### src/rtl/dram_ctrl_pkg.sv
// Shared definitions for the DRAM controller: default widths and the
// controller state encoding.
package dram_ctrl_pkg;

   localparam int DATA_W_DEF = 16;
   localparam int ADDR_W_DEF = 16;

   typedef enum logic [2:0] {
      ST_IDLE  = 3'd0,
      ST_WADDR = 3'd1,
      ST_WHOLD = 3'd2,
      ST_WDATA = 3'd3,
      ST_RD    = 3'd4,
      ST_RWAIT = 3'd5
   } state_e;

endpackage

### src/rtl/dram_ctrl.sv
// Simple single-port DRAM controller. A write latches the address into the
// DRAM (strobe, then one hold cycle for the delayed latch) and then strobes
// the data; a read presents the address and registers the returned word.
// Optional feature macro DRAM_CTRL_ADDR_CACHE_EN: remember the last address
// latched into the DRAM so a repeat write to it can skip the address phases.
module dram_ctrl
   import dram_ctrl_pkg::*;
#(
   parameter int DATA_W = DATA_W_DEF,
   parameter int ADDR_W = ADDR_W_DEF
) (
   input  logic              clk,
   input  logic              rst,
   input  logic              req_valid,
   output logic              req_ready,
   input  logic              req_write,
   input  logic [ADDR_W-1:0] req_addr,
   input  logic [DATA_W-1:0] req_wdata,
   output logic              resp_valid,
   output logic              resp_write,
   output logic [DATA_W-1:0] resp_rdata,
   output logic              dram_write_en,
   output logic              dram_addr_write_en,
   output logic [ADDR_W-1:0] dram_addr,
   output logic [DATA_W-1:0] dram_data_out,
   input  logic [DATA_W-1:0] dram_data_in
);

   state_e            state_q, state_d;
   logic [ADDR_W-1:0] addr_q, addr_d;
   logic [DATA_W-1:0] wdata_q, wdata_d;
   logic              write_q, write_d;
   logic [DATA_W-1:0] data_out_q, data_out_d;
   logic              resp_valid_q, resp_valid_d;
   logic              resp_write_q, resp_write_d;
   logic [DATA_W-1:0] resp_rdata_q, resp_rdata_d;
`ifdef DRAM_CTRL_ADDR_CACHE_EN
   logic [ADDR_W-1:0] cache_addr_q, cache_addr_d;
   logic              cache_valid_q, cache_valid_d;
`endif

   // Next-state, request capture and the registered DRAM data bus.
   always_comb begin
      state_d      = state_q;
      addr_d       = addr_q;
      wdata_d      = wdata_q;
      write_d      = write_q;
      data_out_d   = data_out_q;
      resp_valid_d = 1'b0;
      resp_write_d = resp_write_q;
      resp_rdata_d = resp_rdata_q;
`ifdef DRAM_CTRL_ADDR_CACHE_EN
      cache_addr_d  = cache_addr_q;
      cache_valid_d = cache_valid_q;
`endif
      case (state_q)
         ST_IDLE: begin
            if (req_valid) begin
               addr_d  = req_addr;
               wdata_d = req_wdata;
               write_d = req_write;
               if (req_write) begin
`ifdef DRAM_CTRL_ADDR_CACHE_EN
                  if (cache_valid_q && (cache_addr_q == req_addr)) begin
                     state_d    = ST_WDATA;
                     data_out_d = req_wdata;
                  end else
`endif
                  begin
                     state_d    = ST_WADDR;
                     data_out_d = DATA_W'(req_addr);
                  end
               end else begin
                  state_d    = ST_RD;
                  data_out_d = DATA_W'(req_addr);
               end
            end
         end
         ST_WADDR: begin
            state_d = ST_WHOLD;
`ifdef DRAM_CTRL_ADDR_CACHE_EN
            cache_addr_d  = addr_q;
            cache_valid_d = 1'b1;
`endif
         end
         ST_WHOLD: begin
            state_d    = ST_WDATA;
            data_out_d = wdata_q;
         end
         ST_WDATA: begin
            state_d      = ST_IDLE;
            resp_valid_d = 1'b1;
            resp_write_d = write_q;
         end
         ST_RD: begin
            state_d = ST_RWAIT;
         end
         ST_RWAIT: begin
            state_d      = ST_IDLE;
            resp_valid_d = 1'b1;
            resp_write_d = write_q;
            resp_rdata_d = dram_data_in;
         end
         default: begin
            state_d = ST_IDLE;
         end
      endcase
   end

   // State and datapath registers with synchronous reset.
   always_ff @(posedge clk) begin
      if (rst) begin
         state_q       <= ST_IDLE;
         addr_q        <= '0;
         wdata_q       <= '0;
         write_q       <= 1'b0;
         data_out_q    <= '0;
         resp_valid_q  <= 1'b0;
         resp_write_q  <= 1'b0;
         resp_rdata_q  <= '0;
`ifdef DRAM_CTRL_ADDR_CACHE_EN
         cache_addr_q  <= '0;
         cache_valid_q <= 1'b0;
`endif
      end else begin
         state_q       <= state_d;
         addr_q        <= addr_d;
         wdata_q       <= wdata_d;
         write_q       <= write_d;
         data_out_q    <= data_out_d;
         resp_valid_q  <= resp_valid_d;
         resp_write_q  <= resp_write_d;
         resp_rdata_q  <= resp_rdata_d;
`ifdef DRAM_CTRL_ADDR_CACHE_EN
         cache_addr_q  <= cache_addr_d;
         cache_valid_q <= cache_valid_d;
`endif
      end
   end

   assign req_ready          = (state_q == ST_IDLE);
   assign dram_addr_write_en = (state_q == ST_WADDR);
   assign dram_write_en      = (state_q == ST_WDATA);
   assign dram_addr          = addr_q;
   assign dram_data_out      = data_out_q;
   assign resp_valid         = resp_valid_q;
   assign resp_write         = resp_write_q;
   assign resp_rdata         = resp_rdata_q;

endmodule

### config.mk
export PLATFORM = sky130hd
export DESIGN_NAME = dram_ctrl
export DESIGN_NICKNAME = d
export VERILOG_FILES = /design/src/rtl/dram_ctrl_pkg.sv /design/src/rtl/dram_ctrl.sv
export SDC_FILE = /design/constraint.sdc
export NUM_CORES = 1
export LEC_CHECK = 0
export CORE_ASPECT_RATIO = 1.5
export CORE_MARGIN = 1.5
export CORE_UTILIZATION = 46
export DETAILED_ROUTE_END_ITERATION = 12
export GPL_TIMING_DRIVEN = 0
export PLACE_DENSITY_LB_ADDON = 0.15
export SLEW_MARGIN = 10
export SYNTH_ARGS = -nofsm -noshare
export SYNTH_HDL_FRONTEND = slang
export SYNTH_SLANG_ARGS = --single-unit
### constraint.sdc
create_clock -name clk -period 4 [get_ports clk]
set_input_delay 0.4 -clock clk [delete_from_list [all_inputs] [get_ports clk]]
set_output_delay 0.4 -clock clk [all_outputs]
set_load 0.01 [all_outputs]
==> results.yml, run 1 <==
status:
  status: "finished, final reports clean"
logic_synthesis:
  syn_avg_cell_area_um2: 8.74
  synth.distinct_cells: 26
  synthCells: 295
  syn_area_um2: 2580
  seq_area_frac_synth_pct: 54.3
  ys.warnings.count: 0
  ys_ff_latch: 70
  syn_nets: 347
global_route:
  overflow: 0
  grt.total_usage_pct: 23.3
  grt_use_met1_pct: 23.4
  grt_max_degree: 13
  use_met3_pct: 6.79
  grt_pass1_vias: 2391
  grt_pass1_wl_um: 10900
  grt.busiest_layer: "met2"
  met2_usage_pct: 42.9
  grt_antenna_before_repair: 0
critical_path:
  crit_required_ns: 3.60
  path_class: "register to output pin"
  cp-start-kind: "register"
  crit_fanout: 10
  critPathCaptureType: "output pin"
  arrival_ns: 1.74
layout:
  nets: 462
  synthToLayoutAreaGrowth_pct: 51.1
  final_cell_mix: "clkdlybuf4s50_1 (104), nand2_1 (99), dfxtp_1 (70), a21oi_1 (50)"
  final_util_pct: 71.5
  final_common_cell: "clkdlybuf4s50_1"
  num_antenna_cells: 0
  layout-drive-gt1-share_pct: 7.47
timing:
  grt_setup_unrepaired: "no"
  slew_headroom_pct: 59.7
  worst_slew_pin_slew_ns: 0.603
  clock.fmax_mhz: 466
  fin_crit_sh_pct: 53.6
  setup_ws_ns: 1.86
  setup_viol: 0
  hold_viol: 0
  drv_slew: 0
  period_needed_ns: 2.14
  fin_tns_setup_ns: 0
  clock_skew_ns: 0.00879
drt:
  viasPerCell: 5.03
  drtIter0Drc: 84
  drc_errors: 0
  wl_per_cell_um: 13.6
  routed_wl_um: 6590
  vias: 2438
  ant_nets: 0
  drtPass1Iterations: 4
placed_design:
  dpl_worst_slack_ns: 1.77
  dp_hpwl_um: 4880
  numPortBuffers: 104
  place.gp.congestion: 0.760
power:
  ir_drop_mv: 0.245
  power.density_nw_per_um2: 425
  p_leak_nw: 1.46
clock_network:
  clk_path_buf_depth: 2
  cts.htree.levels: 3
  clk_latency_ns: 0.34
  root_buffer: "clkbuf_8"
  cts_setup_buffers: 0
  postCtsResizedCells: 0
  cts_tree: "built"
  numCtsBuffers: 9
  clock-sinks: 70
  clkTransAtPathRegs_ns: 0.07
  postCtsHoldBufs: 0
die:
  io_pins: 105
  fp-row-count: 33
  die_h_um: 94.7
  dieArea_um2: 6070
  coreArea_um2: 5450
  initial_utilization_pct: 47.3
  die_w_um: 64.1
flow_run:
  drv_cap: 0
hold_path:
  hp-class: "register to register"
power breakdown:
| group | switching, mW | internal (mW) | leakage (nW) | total [mW] |
|---|---|---|---|---|
| Clock | 0.265 | 0.283 | 0.0948 | 0.548 |
| Sequential | 0.0296 | 0.753 | 0.572 | 0.782 |
| Combinational | 0.154 | 0.172 | 0.791 | 0.326 |
| Total | 0.448 | 1.21 | 1.46 | 1.66 |
final cells by class:
cell class | instances | area, um2
buffer | 22 | 103
clock buffer | 9 | 124
clock inverter | 7 | 65.1
fill | 472 | 1550
inverter | 2 | 7.51
multi-input combinational | 201 | 1070
sequential | 70 | 1400
tap | 70 | 87.6
timing repair buffer | 104 | 1040
stage by stage:
stage,hold WS [ns],instances,power [mW],cell area (um2)
2_1_floorplan,0.432,295,0.951,2580
5_1_grt,0.469,485,1.73,3900
4_1_cts,0.455,485,1.67,3900
6_report,0.453,485,1.66,3900
3_5_place_dp,0.445,469,1.12,3710
3_3_place_gp,0.438,469,1.12,3710
path summary, 6_finish.rpt:
| path | from | end | slack [ns] | cells after the start |
|---|---|---|---|---|
| max reg2reg | state_q[2]$_SDFFE_PP0P_ | wdata_q[5]$_SDFFE_PP0P_ | 2.33 | 5 |
| max | state_q[0]$_SDFFE_PP0P_ | dram_addr_write_en | 1.86 | 3 |
| min reg2reg | wdata_q[10]$_SDFFE_PP0P_ | wdata_q[10]$_SDFFE_PP0P_ | 0.45 | 2 |
| min | wdata_q[10]$_SDFFE_PP0P_ | wdata_q[10]$_SDFFE_PP0P_ | 0.45 | 2 |
cell families (layout without fill, tap and decap cells):
family	Yosys count	count (layout)	synth area share (%)
xor+xnor	2	2	0.679
buf+inv	24	144	4.27
compound gates	70	70	17.2
flops	70	70	54.3
simple gates	129	129	23.5
metal layers:
metal	vias up	routed length [um]	part of all wire, %
met5	-	0	0
met4	0	148	2.2
met3	13	480	7.3
met2	81	3410	52
met1	1114	2550	39
li1	1230	-	-
critical path, stage by stage, from the launching register on:
cell,delay [ns]
dfxtp_1,0.39
buf_2,0.25
nor3b_1,0.20
clkdlybuf4s50_1,0.56
flip-flops by register name, summed over array words and instances (netlist names):
name           cells
write_q            1
resp_rdata        16
wdata_q           16
resp_write         1
state_q            3
dram_data_out     16
dram_addr         16
resp_valid         1
cells in the mapped netlist, drive strengths merged:
master	number	area, um2
nor4	1	6.26
a221o	16	160
xor2	1	8.76
nor3	2	10.0
buf	11	61.3
xnor2	1	8.76
inv	2	7.51
a211oi	1	7.51
or4b	1	10.0
a21oi	50	250
a31o	1	8.76
and2	16	100
and4	1	8.76
and3b	2	17.5
dfxtp	70	1400
clkbuf	11	41.3
nor3b	1	7.51
nand2	99	372
nor2	3	27.5
o31a	1	8.76
a2111oi	1	8.76
nor4b	2	38.8
nand3b	1	7.51
Power figures use the tool's default switching activity.
==> run 2: changes to the inputs <==
--- a/config.mk
+++ b/config.mk
@@ -7,7 +7,7 @@
 export LEC_CHECK = 0
 export CORE_ASPECT_RATIO = 1.5
 export CORE_MARGIN = 1.5
-export CORE_UTILIZATION = 46
+export CORE_UTILIZATION = 42
 export DETAILED_ROUTE_END_ITERATION = 12
 export GPL_TIMING_DRIVEN = 0
 export PLACE_DENSITY_LB_ADDON = 0.15
==> constraint.sdc (replaced) <==
create_clock -name clk -period 2.2 [get_ports clk]
set_input_delay 0.22 -clock clk [delete_from_list [all_inputs] [get_ports clk]]
set_output_delay 0.22 -clock clk [all_outputs]
set_load 0.01 [all_outputs]
==> run 2 against run 1 <==
  * Worst setup slack lost 1.6 ns
  * Clock-buffer cell count up 2
  * Hold slack got worse by 0.035 ns
  * Combinational power rose by 81%
  * Sequential share of layout area is 0.13 points lower
  * Die area up 9.1%
  * Critical path type unchanged
==> results.yml, run 2 (same netlist as run 1, synthesis figures left out) <==
status:
  status: "finished, final reports clean"
die:
  dieArea_um2: 6630
  initial_utilization_pct: 43.9
  io_pins: 105
  coreArea_um2: 5870
  die_h_um: 99.0
  die_w_um: 67.0
  fp-row-count: 34
timing:
  setup_viol: 0
  worst_slew_pin_slew_ns: 0.628
  period_needed_ns: 1.97
  clock.fmax_mhz: 507
  hold_viol: 0
  fin_crit_sh_pct: 89.6
  grt_setup_unrepaired: "no"
  drv_slew: 0
  slew_headroom_pct: 58.0
  fin_tns_setup_ns: 0
  clock_skew_ns: 0.00831
critical_path:
  path_cells: "buf_2 > nor3b_1 > clkdlybuf4s50_1"
  cp.buffers_inverters: 2
  cp-start-kind: "register"
  rrSetupSlack_ns: 0.53
  worst_path_max_delay_cell: "clkdlybuf4s50_1"
  path_class: "register to output pin"
  crit_fanout: 10
  crit_required_ns: 1.98
  path_depth: 3
  critPathCaptureType: "output pin"
  r2r_cells: 5
  slowest_delay_ns: 0.57
  arrival_ns: 1.75
  critPathTopFamily: "buffers and inverters"
placed_design:
  postPlaceCellArea_um2: 3710
  dp_hpwl_um: 4800
  numPortBuffers: 104
  placed_cells: 471
  place.gp.congestion: 0.792
layout:
  ff_latch_area_um2: 1400
  final_util_pct: 66.6
  synthToLayoutAreaGrowth_pct: 51.6
  multi_input_area_um2: 1070
  nets: 462
  final_cell_mix: "clkdlybuf4s50_1 (104), nand2_1 (99), dfxtp_1 (70), a21oi_1 (50)"
  num-fill-cells: 496
  final_common_cell: "clkdlybuf4s50_1"
  num_antenna_cells: 0
  layout-drive-gt1-share_pct: 7.23
  fin_area_um2: 3910
  fin_cells: 487
global_route:
  grt.total_usage_pct: 21.2
  grt_pass1_vias: 2272
  grt_max_degree: 13
  grt_pass1_wl_um: 10600
  grt_antenna_before_repair: 0
  overflow: 0
drt:
  drtIter0Drc: 109
  drtPass1Iterations: 4
  ant_nets: 0
  vias: 2358
  routed_wl_um: 6440
  wl_per_cell_um: 13.2
  viasPerCell: 4.84
  drc_errors: 0
clock_network:
  clk_path_buf_depth: 2
  postCtsHoldBufs: 0
  cts_tree: "built"
  clock-sinks: 70
  root_buffer: "clkbuf_8"
  clk_latency_ns: 0.34
  clkTransAtPathRegs_ns: 0.07
  numCtsBuffers: 9
  postCtsResizedCells: 0
  cts.htree.levels: 3
  cts_setup_buffers: 0
power:
  ir_drop_mv: 0.670
  p_leak_nw: 1.46
  share_seq_of_total_power_pct: 46.7
  power.density_nw_per_um2: 779
  intPower_mw: 2.24
  pwr-share-comb_pct: 19.4
  swShare_pct: 26.6
  p_switching_mw: 0.809
  p_clk_share_pct: 33.9
hold_path:
  hold_path_depth: 3
  hp-class: "primary input to register"
flow_run:
  drv_cap: 0
==> run 2: cell types whose count changed in the layout (fill, tap and decap cells not counted), sizes merged <==
cell | before | now
clkinv | 4 | 2
clkbuf | 20 | 22
==> run 2: worst min-delay path, cell delays in order <==
cell	delay [ns]
clkdlybuf4s50_1	0.39
nand2_1	0.05
a21oi_1	0.05
==> run 2: path summary, 6_finish.rpt <==
path	start	endpoint
max reg2reg	state_q[2]$_SDFFE_PP0P_	wdata_q[7]$_SDFFE_PP0P_
max	state_q[0]$_SDFFE_PP0P_	dram_addr_write_en
min reg2reg	wdata_q[1]$_SDFFE_PP0P_	wdata_q[1]$_SDFFE_PP0P_
min	req_wdata[0]	wdata_q[0]$_SDFFE_PP0P_
==> run 2: cell type report <==
class                   count  area share [%]
flip-flops and latches     70            35.8
multi-input cells         201            27.3
repair buffers            104            26.6
clock buffers              11            3.62
plain buffers              22            2.62
well taps                  72            2.30
clock inverters             5            1.50
inverters                   2           0.192
==> run 2: metal layers <==
layer / wire (um) / up-vias / GRT usage [%]
met5: 0 / - / 0
met4: 104 / 0 / 8.16
met3: 537 / 7 / 8.22
met2: 3180 / 87 / 35.8
met1: 2620 / 1045 / 23.4
li1: - / 1219 / -
==> run 2: power groups by stage <==
| stage | clock network, mW | logic (mW) | registers [mW] |
|---|---|---|---|
| 6_report | 1.03 | 0.591 | 1.42 |
| 5_1_grt | 1.12 | 0.650 | 1.43 |
| 4_1_cts | 1.06 | 0.596 | 1.42 |
| 3_5_place_dp | 0 | 0.594 | 1.45 |
| 3_3_place_gp | 0 | 0.588 | 1.45 |
| 2_1_floorplan | 0 | 0.256 | 1.47 |
==> run 2: metrics by stage <==
stage | power (mW) | hold WS, ns | setup slack, ns
finish | 3.04 | 0.418 | 0.229
global route | 3.20 | 0.412 | 0.107
CTS | 3.07 | 0.405 | 0.201
detailed placement | 2.04 | 0.443 | 0.144
global placement | 2.03 | 0.437 | 0.169
floorplan | 1.73 | 0.356 | 0.741
==> run 3: changes to the inputs <==
--- a/config.mk
+++ b/config.mk
@@ -6,8 +6,7 @@
 export NUM_CORES = 1
 export LEC_CHECK = 0
 export CORE_ASPECT_RATIO = 1.5
-export CORE_MARGIN = 1.5
-export CORE_UTILIZATION = 42
+export CORE_UTILIZATION = 30
 export DETAILED_ROUTE_END_ITERATION = 12
 export GPL_TIMING_DRIVEN = 0
 export PLACE_DENSITY_LB_ADDON = 0.15
==> run 3 against run 2 <==
  * Clock-buffer cell count is the same
  * Wire length is 15% higher
  * Via count is 2.5% higher
  * Largest cell class unchanged
==> results.yml, run 3 (same netlist as run 1, synthesis figures left out) <==
layout:
  final_cell_mix: "clkdlybuf4s50_1 (104), nand2_1 (99), dfxtp_1 (70), a21oi_1 (50)"
  synthToLayoutAreaGrowth_pct: 57.6
  layout-drive-gt1-share_pct: 7.47
  final_common_cell: "clkdlybuf4s50_1"
  num_antenna_cells: 0
  nets: 462
  num-fill-cells: 840
critical_path:
  worst_path_max_delay_cell: "clkdlybuf4s50_1"
  crit_required_ns: 1.98
  critPathTopFamily: "buffers and inverters"
  cp.buffers_inverters: 2
  path_class: "register to output pin"
  path_cells: "buf_2 > nor3b_1 > clkdlybuf4s50_1"
  arrival_ns: 1.77
  critPathCaptureType: "output pin"
  slowest_delay_ns: 0.57
  cp-start-kind: "register"
  crit_fanout: 10
drt:
  routed_wl_um: 7370
  wl_per_cell_um: 14.1
  top_layer_used: "met4"
  wl_met2_um: 3880
  wl_met3_um: 415
  ant_nets: 0
  vias: 2418
  drtIter0Drc: 84
  wl_met1_um: 2960
  drc_errors: 0
  drtPass1Iterations: 4
  viasPerCell: 4.63
clock_network:
  root_buffer: "clkbuf_16"
  clock-sinks: 70
  postCtsResizedCells: 0
  cts_setup_buffers: 0
  clk_latency_ns: 0.33
  cts_tree: "built"
  clk_path_buf_depth: 2
  numCtsBuffers: 9
  postCtsHoldBufs: 0
  clkTransAtPathRegs_ns: 0.06
  cts.htree.levels: 3
die:
  die_w_um: 77.7
  dieArea_um2: 8980
  die_h_um: 116
  fp-row-count: 41
  coreArea_um2: 8360
  io_pins: 105
  initial_utilization_pct: 30.8
power:
  power.density_nw_per_um2: 858
  p_leak_nw: 1.51
  ir_drop_mv: 0.374
timing:
  setup_ws_ns: 0.209
  worst_slew_pin_slew_ns: 0.748
  clock.fmax_mhz: 502
  slew_headroom_pct: 50.0
  fin_tns_setup_ns: 0
  setup_viol: 0
  grt_setup_unrepaired: "no"
  period_needed_ns: 1.99
  drv_slew: 0
  fin_crit_sh_pct: 90.5
  hold_viol: 0
  clock_skew_ns: 0.00561
  hold_ws_ns: 0.441
global_route:
  overflow: 0
  grt_pass1_wl_um: 11800
  grt_max_degree: 13
  grt_pass1_vias: 2434
  grt_antenna_before_repair: 0
  grt.total_usage_pct: 17.4
placed_design:
  numPortBuffers: 104
  dp_hpwl_um: 5410
  dpl_worst_slack_ns: 0.128
  place.gp.congestion: 0.773
flow_run:
  drv_cap: 0
hold_path:
  hp-class: "primary input to register"
status:
  status: "finished, final reports clean"
run 3: cell count changes in the layout (fill, tap and decap cells not counted), sizes merged:
cell / before / now
clkinv: 2 / 1
clkinvlp: 2 / 3
run 3: worst paths after layout:
path                           start                       endpoint  slack (ns)  cells past startpoint
max          state_q[0]$_SDFFE_PP0P_             dram_addr_write_en        0.21                      3
min                  dram_data_in[9]     resp_rdata[9]$_SDFFE_PP0N_        0.44                      3
max reg2reg  state_q[2]$_SDFFE_PP0P_  dram_data_out[6]$_SDFFE_PP0P_        0.46                      4
min reg2reg  wdata_q[3]$_SDFFE_PP0P_        wdata_q[3]$_SDFFE_PP0P_        0.45                      2
run 3: layout make-up:
class,instances,area (um2),share of cell area [%]
tap,107,134,3.29
sequential,70,1400,34.5
timing repair buffer,104,1040,25.6
multi-input combinational,201,1070,26.3
clock buffer,11,253,6.22
buffer,22,103,2.52
inverter,2,7.51,0.185
clock inverter,5,57.6,1.42
run 3: tightest hold or removal path: cells and delay by family:
kind / cells / cell delay, ns
AOI/OAI and AO/OA: 1 / 0.05
buffers and inverters: 1 / 0.39
and+or+nand+nor: 1 / 0.05
run 3: metrics by stage:
step           std cells  power, mW  utilization (%)  instance area (um2)
2_1_floorplan        295       1.73                -                 2580
3_3_place_gp         506       2.05             44.9                 3750
3_5_place_dp         506       2.06             44.9                 3750
4_1_cts              522       3.53             48.6                 4060
5_1_grt              522       3.65             48.6                 4060
6_report             522       3.49             48.6                 4060
run 3: routing by layer:
metal | vias to the layer above | global-route usage, %
met3 | 9 | 4.72
met5 | - | 0
met4 | 0 | 6.42
li1 | 1228 | -
met2 | 66 | 32.3
met1 | 1115 | 18.7
run 3: report_power, final:
part | internal, mW | switching, mW | leakage [nW]
Clock | 0.936 | 0.528 | 0.144
Combinational | 0.313 | 0.288 | 0.791
Sequential | 1.37 | 0.0521 | 0.572
